`src/rtl/rom_pkg.sv`:
```
// Shared ROM port constants and the in-flight read tag.
package rom_pkg;

    localparam int unsigned ROM_ADDR_W = 8;
    localparam int unsigned ROM_DATA_W = 16;
    localparam int unsigned ROM_RD_LAT = 1;
    localparam int unsigned NUM_PORTS  = 2;

    localparam logic PORT_FETCH = 1'b0;
    localparam logic PORT_LOAD  = 1'b1;

    // Tag for the ROM read issued last cycle: valid bit plus owning port.
    typedef struct packed {
        logic v;
        logic id;
    } infl_t;

endpackage

```
`src/rtl/rr_arb2.sv`:
```
// Two-input round-robin picker; the pointer names the port that wins a tie.
module rr_arb2
    import rom_pkg::*;
(
    input  logic       clk,
    input  logic       rst_n,
    input  logic [1:0] elig,
    output logic       gnt_c,
    output logic       gnt_id_c
);

    logic rr_ptr_q;
    logic rr_ptr_d;

    // Choose a winner among eligible ports and advance the pointer past it.
    always_comb begin
        gnt_c    = 1'b0;
        gnt_id_c = PORT_FETCH;
        rr_ptr_d = rr_ptr_q;
        case (elig)
            2'b01: begin
                gnt_c    = 1'b1;
                gnt_id_c = PORT_FETCH;
            end
            2'b10: begin
                gnt_c    = 1'b1;
                gnt_id_c = PORT_LOAD;
            end
            2'b11: begin
                gnt_c    = 1'b1;
                gnt_id_c = rr_ptr_q;
            end
            default: begin
                gnt_c    = 1'b0;
                gnt_id_c = PORT_FETCH;
            end
        endcase
        if (gnt_c) begin
            rr_ptr_d = ~gnt_id_c;
        end
    end

    // Pointer register; after reset the fetch port wins the first tie.
    always_ff @(posedge clk or negedge rst_n) begin
        if (!rst_n) begin
            rr_ptr_q <= PORT_FETCH;
        end else begin
            rr_ptr_q <= rr_ptr_d;
        end
    end

endmodule

```
`src/rtl/rom_arbiter.sv`:
```
// Shares the single-cycle synchronous instruction ROM between the fetch
// and constant-load ports, steering each read word back to its owner.
module rom_arbiter
    import rom_pkg::*;
#(
    parameter int unsigned ADDR_W = ROM_ADDR_W,
    parameter int unsigned DATA_W = ROM_DATA_W
) (
    input  logic              clk,
    input  logic              rst_n,
    input  logic [1:0]        i_req_valid,
    output logic [1:0]        o_req_ready,
    input  logic [ADDR_W-1:0] i_req_addr0,
    input  logic [ADDR_W-1:0] i_req_addr1,
    output logic [1:0]        o_resp_valid,
    input  logic [1:0]        i_resp_ready,
    output logic [DATA_W-1:0] o_resp_data0,
    output logic [DATA_W-1:0] o_resp_data1,
    output logic              o_rom_rd,
    output logic [ADDR_W-1:0] o_rom_raddr,
    input  logic [DATA_W-1:0] i_rom_rdata
);

    infl_t             infl_q;
    infl_t             infl_d;
    logic [1:0]        slot_v_q;
    logic [1:0]        slot_v_d;
    logic [DATA_W-1:0] slot_d_q [NUM_PORTS];
    logic [DATA_W-1:0] slot_d_d [NUM_PORTS];

    logic [1:0]        elig_c;
    logic [1:0]        cap_c;
    logic [1:0]        pop_c;
    logic              gnt_c;
    logic              gnt_id_c;

    // A port may issue only with nothing in flight for it and a slot that is
    // empty or draining this cycle; held in reset, nobody is eligible.
    always_comb begin
        elig_c = '0;
        for (int unsigned p = 0; p < NUM_PORTS; p++) begin
            elig_c[1'(p)] = rst_n
                          & i_req_valid[1'(p)]
                          & ~(infl_q.v & (infl_q.id == 1'(p)))
                          & (~slot_v_q[1'(p)] | i_resp_ready[1'(p)]);
        end
    end

    rr_arb2 u_rr_arb2 (
        .clk      (clk),
        .rst_n    (rst_n),
        .elig     (elig_c),
        .gnt_c    (gnt_c),
        .gnt_id_c (gnt_id_c)
    );

    // Drive the ROM and the request handshake straight from the grant.
    always_comb begin
        o_req_ready = '0;
        o_rom_rd    = 1'b0;
        o_rom_raddr = '0;
        if (gnt_c) begin
            o_rom_rd              = 1'b1;
            o_req_ready[gnt_id_c] = 1'b1;
            o_rom_raddr           = (gnt_id_c == PORT_LOAD) ? i_req_addr1 : i_req_addr0;
        end
    end

    // Next state: tag the issued read, capture returning data, drain popped slots.
    always_comb begin
        infl_d.v  = gnt_c;
        infl_d.id = gnt_c ? gnt_id_c : PORT_FETCH;
        cap_c     = '0;
        pop_c     = '0;
        slot_v_d  = slot_v_q;
        for (int unsigned p = 0; p < NUM_PORTS; p++) begin
            slot_d_d[1'(p)] = slot_d_q[1'(p)];
        end
        for (int unsigned p = 0; p < NUM_PORTS; p++) begin
            cap_c[1'(p)] = infl_q.v & (infl_q.id == 1'(p));
            pop_c[1'(p)] = slot_v_q[1'(p)] & i_resp_ready[1'(p)];
            if (cap_c[1'(p)]) begin
                slot_v_d[1'(p)] = 1'b1;
                slot_d_d[1'(p)] = i_rom_rdata;
            end else if (pop_c[1'(p)]) begin
                slot_v_d[1'(p)] = 1'b0;
            end
        end
    end

    // State register; reset drops any read in flight so its data is never captured.
    always_ff @(posedge clk or negedge rst_n) begin
        if (!rst_n) begin
            infl_q   <= '0;
            slot_v_q <= '0;
            for (int unsigned p = 0; p < NUM_PORTS; p++) begin
                slot_d_q[1'(p)] <= '0;
            end
        end else begin
            infl_q   <= infl_d;
            slot_v_q <= slot_v_d;
            for (int unsigned p = 0; p < NUM_PORTS; p++) begin
                slot_d_q[1'(p)] <= slot_d_d[1'(p)];
            end
        end
    end

    assign o_resp_valid = slot_v_q;
    assign o_resp_data0 = slot_d_q[PORT_FETCH];
    assign o_resp_data1 = slot_d_q[PORT_LOAD];

    // Eligibility keeps a slot from being filled and drained in the same cycle.
    a_no_cap_pop: assert property (@(posedge clk) disable iff (!rst_n)
        (cap_c & pop_c) == 2'b00);

    // Every issued read is tracked exactly one ROM latency later.
    a_rd_lat: assert property (@(posedge clk) disable iff (!rst_n)
        o_rom_rd |-> ##ROM_RD_LAT infl_q.v);

    // At most one request is accepted per cycle.
    a_onehot_ready: assert property (@(posedge clk) disable iff (!rst_n)
        $onehot0(o_req_ready));

endmodule
```
`config.mk`:
```
export PLATFORM = sky130hd
export DESIGN_NAME = rom_arbiter
export DESIGN_NICKNAME = d
export VERILOG_FILES = /design/src/rtl/rom_pkg.sv /design/src/rtl/rr_arb2.sv /design/src/rtl/rom_arbiter.sv
export SDC_FILE = /design/constraint.sdc
export NUM_CORES = 1
export LEC_CHECK = 0
export ABC_AREA = 1
export CORE_MARGIN = 2
export CORE_UTILIZATION = 38
export CTS_CLUSTER_DIAMETER = 40
export CTS_CLUSTER_SIZE = 16
export DETAILED_ROUTE_END_ITERATION = 6
export PLACE_DENSITY = 0.79
export SLEW_MARGIN = 0
export SYNTH_ARGS = -nofsm -noshare
export SYNTH_HDL_FRONTEND = slang
export SYNTH_SLANG_ARGS = --single-unit
```
`constraint.sdc`:
```
create_clock -name clk -period 1.2 [get_ports clk]
set_input_delay 0.12 -clock clk [delete_from_list [all_inputs] [get_ports clk]]
set_output_delay 0.12 -clock clk [all_outputs]
set_load 0.02 [all_outputs]
```
==> metrics <==
# rows=23; initial DRC count=47; clock root buffer=clkbuf_8; RSZ-0062 raised after global routing=true; worst endpoint data arrival time=1.49 ns; DR DRC count=0; Flop pwr share=41.7%; status=complete, but fails checks; Multi-input gate area=558 sq um; count leader, synth=nand2_1; worst slew pin tran=0.445 ns; final hold vios=0; CP bufs+invs=2; number of instances in the synthesized netlist=168; most common library cells after synthesis=nand2_1 (63), dfrtp_1 (37), o21ai_0 (33), inv_1 (20), clkbuf_1 (5); Die Wd=67.4 um; pwr dens=1650 nW/um^2; H-tree Lvls=2; Starting Density=38.7%; IO Port Bufs=82; top post-synthesis cells by area=dfrtp_1 (61%), nand2_1 (16%), o21ai_0 (11%), inv_1 (4.9%), nor2_8 (1.3%); Clock Latency Late Sink=0.28 ns; Leakage=1.34 nW; sequential cell area=928 sq um; CP Data Required Time=1.08 ns; Comb pwr share=38.4%; Max Clock Skew=0.00202 ns; CP Launch Type=flip-flop; routed vias=1415; Final Slew Violations=0; fmax=0.622 GHz; asr flop ratio synth=100%; TritonCTS buffer count=5; failing checks=negative setup slack; Ports=83; Crit Path Class=flip-flop to primary output; Setup WS pre-CTS=-0.817 ns; die area=4540 sq um; slowest stage delay, CP=0.40 ns; syn avg cell area=9.08 sq um; Tcrit/Tclk final=134%; Final WS setup=-0.407 ns; number of enable flip-flop cells after synthesis=0; worst path cell trace=nand2_2, nand3_4, a21oi_4, buf_6, nand2_4, nand2_2, buf_6; initial antenna violation count=0; Reg clk slew, reported paths=0.07 ns; Syn-to-layout area delta=70.3%; Top FF cell, synth=dfrtp_1; CTS tree=done; # clock sinks=37; WL final=3840 um; MaxCap Viol Count=0; die height=67.4 um; GRT overflow=0; largest net degree at the start of global routing=38; post-route ant nets=0; Sw Ratio=35.8%; top cell type's share of synthesized area=60.7%; post-layout min period=1.61 ns; drt first pass iters=4; Worst Hold Class=input pin to flip-flop; final setup fails=11; sequential cell area fraction in the yosys report=60.7%; Vias per Instance=4.51; fillers=359; CP max FO=7; DR WL/cell=12.2 um; Seq cells post-synth=37; dpl cell area=2470 sq um; Synthesized Nets=206; post-synth cell types=14; layout cells sized above 1=21.6%; CP max stage cell=dfrtp_2; Tot Pwr=4.28 mW; vias in the first global route=1331; core area=3940 sq um; worst vdd ir=0.000893 V; Mapped Area=1530 sq um; Slew HR=70.3%; P_int=2.75 mW; CTS max path bufs=2; RD Place Congestion=0.683; clock share of power=19.9%; crit end category=primary output; Yosys top cell by area=dfrtp_1; post-route cell area=2600 sq um; Total Nets Final=302; Net Switching=1.54 mW; GRT Overall Usage=17.7%; first-pass GRT wire length=5890 um; Ys Warns=0; delay-heaviest family, CP=flip-flops; ant diodes=0; DPL Wire Length=2660 um
flip-flops by register name, summed over array words and instances, names as in the netlist:
| signal | cells |
|---|---|
| o_resp_data0 | 16 |
| o_resp_data1 | 16 |
| infl_q | 2 |
| o_resp_valid | 2 |
| u_rr_arb2.rr_ptr_q | 1 |
logic make-up after synthesis:
kind of cell	share of synthesized area [%]
DFF	60.7
AOI/OAI and AO/OA	11.9
buffers and inverters	6.73
and+or+nand+nor	20.7
through the flow:
stage	cells	utilization, %	TNS (ns)	hold WS (ns)
finish	314	65.9	-3.96	0.404
global route	314	65.9	-5.03	0.426
CTS	313	65.5	-4.12	0.405
detailed placement	302	62.6	-8.74	0.277
global placement	302	62.6	-8.44	0.286
floorplan	168	-	-0.835	-0.176
path summary, 6_finish.rpt:
| kind | from | to | slack (ns) | depth (start not counted) |
|---|---|---|---|---|
| max in group asynchronous | rst_n | o_resp_valid[1] | 0.37 | 3 |
| min in group asynchronous | rst_n | o_resp_data0[6] | 0.49 | 3 |
| setup / recovery | o_resp_valid[0] | o_rom_raddr[0] | -0.41 | 7 |
| hold / removal | i_rom_rdata[15] | o_resp_data1[15] | 0.40 | 3 |
| setup reg to reg | o_resp_valid[0] | infl_q[0] | 0.04 | 5 |
| hold reg to reg | o_resp_data0[3] | o_resp_data0[3] | 0.48 | 2 |
worst min-delay path, delay by kind of cell:
family	cells	cell delay [ns]
buffers and inverters	2	0.46
AOI/OAI and AO/OA	1	0.07
repair_timing:
action                                  CTS  global route
pin swaps                                11             4
endpoints found under the setup margin   45            14
hold buffers                              1             0
gates cloned                              1             0
resized for setup                       108             3
hold endpoints to repair                 37             0
setup buffers                             2             1
area by class of cell:
cell class                 instances  share of cell area (%)
clock buffer                       7                    3.32
inverter                          21                    3.13
multi-input combinational        105                    21.5
sequential                        37                    35.7
tap                               50                    2.41
timing repair buffer              94                    33.9
layout by cell type (no fill, tap or decap), drive strengths merged:
cell type,synthesis,layout
dlygate4sd2,0,34
dfrtp,37,37
clkdlybuf4s50,0,36
a21oi,1,1
o21ai,33,33
nand3,1,1
inv,21,21
nand2,66,66
clkbuf,5,7
buf,1,23
nor2,3,4
dlygate4sd3,0,1
layer usage:
layer	track usage [%]	wire, um	vias up	part of all wire [%]
met1	20.4	1530	658	40
met5	0	0	-	0
li1	-	-	714	-
met4	8.42	66	0	1.7
met2	30.7	2060	36	54
met3	4.33	185	7	4.8
power by group through the flow:
| stage | clock [mW] | combinational, mW | sequential (mW) |
|---|---|---|---|
| 2_1_floorplan | 0 | 0.412 | 2.23 |
| 3_3_place_gp | 0 | 1.82 | 1.81 |
| 3_5_place_dp | 0 | 1.85 | 1.82 |
| 4_1_cts | 0.869 | 1.66 | 1.79 |
| 5_1_grt | 0.918 | 1.79 | 1.84 |
| 6_report | 0.851 | 1.65 | 1.79 |
(Power assumes the default switching activity.)
